`src/rtl/multu8_seq_pkg.sv`:
```
// ============================================================================
//  Module : multu8_seq_pkg
//  Brief  : Shared constants and FSM encoding for the multu8_seq multiplier.
//  Rev    : 1.0  initial release
// ============================================================================
`default_nettype none

package multu8_seq_pkg;

    localparam int MUL_N     = 8;
    localparam int MUL_STEPS = 8;
    localparam int MUL_ADD_W = 10;

    typedef enum logic [1:0] {
        ST_IDLE = 2'd0,
        ST_CALC = 2'd1,
        ST_DONE = 2'd2
    } state_t;

endpackage

`default_nettype wire

```
`src/rtl/multu8_seq_addu10.sv`:
```
// ============================================================================
//  Module : addu10
//  Brief  : Combinational ripple-carry adder; carry out of the MSB is dropped.
//  Rev    : 1.0  initial release
// ============================================================================
`default_nettype none

module addu10 #(
    parameter int W = 10
) (
    input  logic [W-1:0] a,
    input  logic [W-1:0] b,
    output logic [W-1:0] sum
);

    logic [W-1:0] carry;

    assign carry[0] = 1'b0;

    for (genvar i = 0; i < W; i++) begin : g_bit
        assign sum[i] = a[i] ^ b[i] ^ carry[i];
        if (i < W - 1) begin : g_carry
            assign carry[i+1] = (a[i] & b[i]) | (carry[i] & (a[i] ^ b[i]));
        end
    end

endmodule

`default_nettype wire

```
`src/rtl/multu8_seq.sv`:
```
// ============================================================================
//  Module : multu8_seq
//  Brief  : Iterative 8x8 unsigned shift-add multiplier, one step per clock,
//           valid/ready handshake on both sides.
//  Rev    : 1.0  initial release
// ============================================================================
`default_nettype none

module multu8_seq
    import multu8_seq_pkg::*;
#(
    parameter int N     = MUL_N,
    parameter int ADD_W = MUL_ADD_W
) (
    input  logic          clk,
    input  logic          rst,
    input  logic          in_valid,
    output logic          in_ready,
    input  logic [N-1:0]  a,
    input  logic [N-1:0]  b,
    output logic          out_valid,
    input  logic          out_ready,
    output logic [2*N-1:0] product,
    output logic          busy
);

    localparam int          CNT_W    = $clog2(MUL_STEPS);
    localparam logic [CNT_W-1:0] CNT_LAST = CNT_W'(MUL_STEPS - 1);

    state_t           state;
    state_t           state_next;
    logic [N-1:0]     m;
    logic [N:0]       p;
    logic [N-1:0]     q;
    logic [CNT_W-1:0] cnt;

    logic [ADD_W-1:0] add_a;
    logic [ADD_W-1:0] add_b;
    logic [ADD_W-1:0] add_out;
    logic [ADD_W-1:0] step_sel;

    assign add_a = {{(ADD_W-N-1){1'b0}}, p};
    assign add_b = {{(ADD_W-N){1'b0}}, m};

    addu10 #(.W(ADD_W)) u_add (
        .a   (add_a),
        .b   (add_b),
        .sum (add_out)
    );

    // Bit ADD_W-1 of the sum is provably zero; routing it into P[N] keeps the
    // 17-bit right shift exact without a separate carry path.
    assign step_sel = q[0] ? add_out : {1'b0, p};

    assign in_ready = (state == ST_IDLE) && !rst;
    assign busy     = (state == ST_CALC);

    always_ff @(posedge clk or posedge rst) begin
        if (rst) begin
            state <= ST_IDLE;
        end else begin
            state <= state_next;
        end
    end

    always_comb begin
        state_next = ST_IDLE;
        case (state)
            ST_IDLE: state_next = in_valid  ? ST_CALC : ST_IDLE;
            ST_CALC: state_next = (cnt == CNT_LAST) ? ST_DONE : ST_CALC;
            ST_DONE: state_next = out_ready ? ST_IDLE : ST_DONE;
            default: state_next = ST_IDLE;
        endcase
    end

    always_ff @(posedge clk or posedge rst) begin
        if (rst) begin
            m         <= '0;
            p         <= '0;
            q         <= '0;
            cnt       <= '0;
            product   <= '0;
            out_valid <= 1'b0;
        end else begin
            case (state)
                ST_IDLE: begin
                    if (in_valid) begin
                        m   <= a;
                        p   <= '0;
                        q   <= b;
                        cnt <= '0;
                    end
                end
                ST_CALC: begin
                    p   <= step_sel[ADD_W-1:1];
                    q   <= {step_sel[0], q[N-1:1]};
                    cnt <= cnt + 1'b1;
                    if (cnt == CNT_LAST) begin
                        product   <= {step_sel[N:0], q[N-1:1]};
                        out_valid <= 1'b1;
                    end
                end
                ST_DONE: begin
                    if (out_ready) begin
                        out_valid <= 1'b0;
                    end
                end
                default: begin
                    out_valid <= 1'b0;
                end
            endcase
        end
    end

endmodule

`default_nettype wire

```
`config.mk`:
```
export PLATFORM = sky130hd
export DESIGN_NAME = multu8_seq
export DESIGN_NICKNAME = d
export VERILOG_FILES = /design/src/rtl/multu8_seq_pkg.sv /design/src/rtl/multu8_seq_addu10.sv /design/src/rtl/multu8_seq.sv
export SDC_FILE = /design/constraint.sdc
export NUM_CORES = 1
export LEC_CHECK = 0
export BUFFER_PORTS_ARGS = -buffer_cell sky130_fd_sc_hd__buf_2
export CORE_ASPECT_RATIO = 1.25
export CORE_UTILIZATION = 59
export CTS_CLUSTER_DIAMETER = 120
export DETAILED_ROUTE_END_ITERATION = 7
export GPL_TIMING_DRIVEN = 0
export PLACE_DENSITY = 0.88
export SYNTH_ARGS = -nofsm -noshare
export SYNTH_HDL_FRONTEND = slang
export SYNTH_SLANG_ARGS = --single-unit
export TNS_END_PERCENT = 100
```
`constraint.sdc`:
```
create_clock -name clk -period 8.6 [get_ports clk]
set_clock_uncertainty 0.2 [all_clocks]
set_input_delay 1.72 -clock clk [delete_from_list [all_inputs] [get_ports clk]]
set_output_delay 1.72 -clock clk [all_outputs]
set_load 0.1 [all_outputs]
```
---- After elaboration in Yosys (flattened, before gate mapping) ----
Index checks and enable logic that the tools add are counted.
storage, ports and cells
  logic and storage cells ................. 76
  register bits ........................... 47
  input port bits ......................... 20
  output and inout port bits .............. 19
cells by class
  equal/unequal tests ..................... 6
  $add $sub $neg .......................... 1
  reductions and logical operators ........ 8
  bitwise operators ....................... 40
  multiplexer cells ....................... 14
operators by type and width
  operator             count
  $pmux 9 s2           1
  $and 1x1->1          16
  $pmux 8 s2           1
  $xor 1x1->1          16
  $mux 10              1
  $mux 9               1
  $mux 8               1
  $or 1x1->1           7
  $pmux 2 s3           1
  $pmux 3 s2           1
  $reduce_and 2->1     3
  $mux 2               2
  $ne 2x2->1 const B   2
  $add 3x1->3 const B  1
  $eq 3x3->1 const B   1
  $mux 1               3
  $mux 3               1
  $pmux 1 s3           1
  $reduce_and 3->1     1
  $eq 2x1->1 const B   1
  $eq 2x2->1 const B   1
  $logic_not 2->1      1
  $ne 2x1->1 const B   1
  $reduce_bool 2->1    1
  other kinds (3)      3

---- Longest topological paths before layout ----
  depth after elaboration ................. 18
  depth in mapped cells ................... 15
  depth with buffers taken out ............ 15

---- By module ----
Synthesis repeated with hierarchy kept, for this count alone.
unflattened totals
  cell total of the unflattened synthesis .. 182
  area total of the unflattened synthesis .. 2142.1 um^2
by module, submodules not included
  module      seq. area each (um^2)  area an instance (um^2)  cells each  instances
  multu8_seq  1176.1                 1926.8                   167         1
  addu10      0.0                    215.2                    15          1

---- Worst setup path before layout ----
Ideal clock, no wire load.
  path kind ............................... input port to output port
  start ................................... input rst
  end ..................................... output in_ready
  setup slack ............................. 2.933 ns
  arrival time ............................ 3.747 ns
  buffers on the path ..................... 0
  stages .................................. 1
  required time ........................... 6.680 ns
  path through ............................ nor3_1
on the way
  word-level cells in the longest chain between the ends .. 2
ends and longest elaborated chain
  item                       line              text
  start: declaration         multu8_seq.sv:16  input logic rst,
  $logic_not 1->1 (no line)  -
  $logic_and 1x1->1          multu8_seq.sv:55  assign in_ready = (state == ST_IDLE) && !rst;
  end: declaration           multu8_seq.sv:18  output logic in_ready,
Every way passes these cells.

---- Worst setup path in the final report ----
Ends and elaborated chain as after synthesis.

==> impl_metrics.json <==
{
  "async_flop_share": 1.00,
  "syn_nets": 228,
  "setup_viol": 0,
  "drtIter0Drc": 96,
  "antenna_cells": 0,
  "yosysSeqAreaShare": 0.528,
  "hold_ws_ns": 0.282,
  "finalMaxSlewViolations": 0,
  "start_util": 0.629,
  "hold_buffers": 0,
  "synthCells": 197,
  "clk_pin_slew_worst_paths_ns": 0.09,
  "clockBufferDepth": 2,
  "drt_first_pass_iters": 6,
  "gp_congestion": 0.862,
  "synth.distinct_cells": 28,
  "rsz0062_at_grt": "no",
  "min_period_over_period": 0.502,
  "slowest_stage": "buf_2",
  "ys.flop_type": "dfrtp_1",
  "status": "complete, but fails checks",
  "crit_chain": "buf_2 -> nor3_1 -> buf_2",
  "endpoint_kind": "primary output",
  "hold_path_class": "reg2reg",
  "dr_total_vias": 1580,
  "grt_max_degree": 32,
  "timing.fmax_mhz": 232,
  "dieHeight_um": 70.7,
  "grt-ovfl-total": 0,
  "num_rows": 24,
  "clk_latency_ns": 0.31,
  "chipWidth_um": 57.0,
  "ant_nets": 0,
  "cts_tree": "yes",
  "worst_slack_ns": 4.29,
  "hold_viol_final": 0,
  "io_buffers": 38,
  "synth-edff-count": 0,
  "stdcell_count": 283,
  "antenna_found_initial": 0,
  "crit_path_max_incr_delay_ns": 0.45,
  "ios": 39,
  "violations": "design-rule violations",
  "drv_cap": 0,
  "cts-root-buf": "clkbuf_8",
  "cts_setup_buffers": 0,
  "fp.dieArea_um2": 4030,
  "drc": 12,
  "grt_pass1_vias": 1603,
  "crit_type": "in2out",
  "wl_per_cell_um": 15.6,
  "synthToLayoutAreaGrowth_pct": 17.1,
  "grtUsageTotal": 0.257,
  "syn_area_um2": 2230,
  "worstPathArrival_ns": 2.39,
  "grt_pass1_wl_um": 7670,
  "synth_warnings": 0,
  "core_area_um2": 3540,
  "start_kind": "primary input",
  "clock_sinks": 47,
  "layout-drive-gt1-share": 0.311,
  "cts_buffers": 5,
  "cts-htree-levels": 2,
  "maxSlewHeadroom": 0.672,
  "setup_tns_ns": 0,
  "crit_fanout": 2,
  "dpl.hpwl_um": 3190,
  "synth-seq-cells": 47,
  "cts-resized-gates": 0,
  "nets": 274,
  "synth_area_per_cell_um2": 11.3,
  "dp.cells": 275,
  "place_ws_ns": 4.29,
  "routed_wl_um": 4410,
  "cp_common_cell": "buf_2",
  "cp.required_ns": 6.68,
  "period_needed_ns": 4.31,
  "post_drt_via_cell_ratio": 5.58,
  "tightest_slew_ns": 0.495
}
## path summary, 6_finish.rpt
| kind | to | depth (start not counted) | startpoint | slack (ns) |
|---|---|---|---|---|
| setup / recovery | in_ready | 3 | rst | 4.29 |
| hold / removal | product[12]$_DFFE_PP0P_ | 2 | product[12]$_DFFE_PP0P_ | 0.28 |
| setup reg to reg | product[15]$_DFFE_PP0P_ | 15 | p[0]$_DFFE_PP0P_ | 4.73 |
| hold reg to reg | product[12]$_DFFE_PP0P_ | 2 | product[12]$_DFFE_PP0P_ | 0.28 |
| max in group asynchronous | product[12]$_DFFE_PP0P_ | 3 | rst | 6.53 |
| min in group asynchronous | product[7]$_DFFE_PP0P_ | 2 | rst | 1.19 |
## cell usage after synthesis, drive strengths merged, types with 2 or more instances
library cell / number / area [um2]
a21oi: 3 / 15.0
a22oi: 5 / 37.5
and3b: 2 / 17.5
buf: 10 / 68.8
dfrtp: 47 / 1180
fa: 7 / 140
ha: 4 / 50.1
inv: 16 / 60.1
mux2: 15 / 195
mux2i: 4 / 40.0
nand2: 38 / 143
nor2: 2 / 7.51
nor2b: 2 / 27.5
o21ai: 26 / 130
o21bai: 2 / 18.8
o22ai: 8 / 50.1
## registers in the layout (all words and copies together) (netlist names)
signal / cells
m: 8
product: 16
state: 2
cnt: 3
q: 8
p: 9
out_valid: 1
## logic make-up after synthesis
family	Yosys count	share of synthesized area
compound gates	45	0.117
fa+ha+maj	11	0.0854
buf+inv	27	0.0595
flops	47	0.528
mux	19	0.106
simple gates	48	0.104
## worst max-delay path: cells and delay by family
family | cells | cell delay [ns]
buffers and inverters | 2 | 0.56
AND/OR/NAND/NOR | 1 | 0.11
## routing by layer
| metal | wire [um] | vias to the layer above | share of wire | GRT usage |
|---|---|---|---|---|
| li1 | - | 750 | - | - |
| met1 | 1880 | 795 | 0.43 | 0.331 |
| met2 | 2310 | 28 | 0.52 | 0.417 |
| met3 | 142 | 7 | 0.032 | 0.0676 |
| met4 | 70 | 0 | 0.016 | 0.103 |
| met5 | 0 | - | 0 | 0 |
## layout make-up
class | instances | area, um2
Buffer | 11 | 72.6
Clock buffer | 6 | 82.6
Clock inverter | 2 | 38.8
Fill cell | 251 | 936
Inverter | 16 | 60.1
Multi-Input combinational cell | 123 | 918
Sequential cell | 47 | 1180
Tap cell | 39 | 48.8
Timing Repair Buffer | 39 | 210
## metrics by stage
stage | utilization | cell area (um2)
after floorplan | - | 2230
after global placement | 0.696 | 2470
after detailed placement | 0.702 | 2490
after CTS | 0.736 | 2610
after global routing | 0.736 | 2610
final | 0.736 | 2610
## placed cells by master (no fill, tap or decap), types with 6 or more instances in the layout
cell type  Yosys  routed
buf_2          7      45
clkbuf_8       0       6
dfrtp_1       47      47
fa_1           7       7
inv_1         16      15
mux2_2         7       7
mux2_4         7       7
nand2_1       38      38
o21ai_0       26      26
o22ai_1        8       8
Power is left out: the tool's default activity adds up to more than one toggle a clock period on the data nets, which glitch-free logic cannot reach.
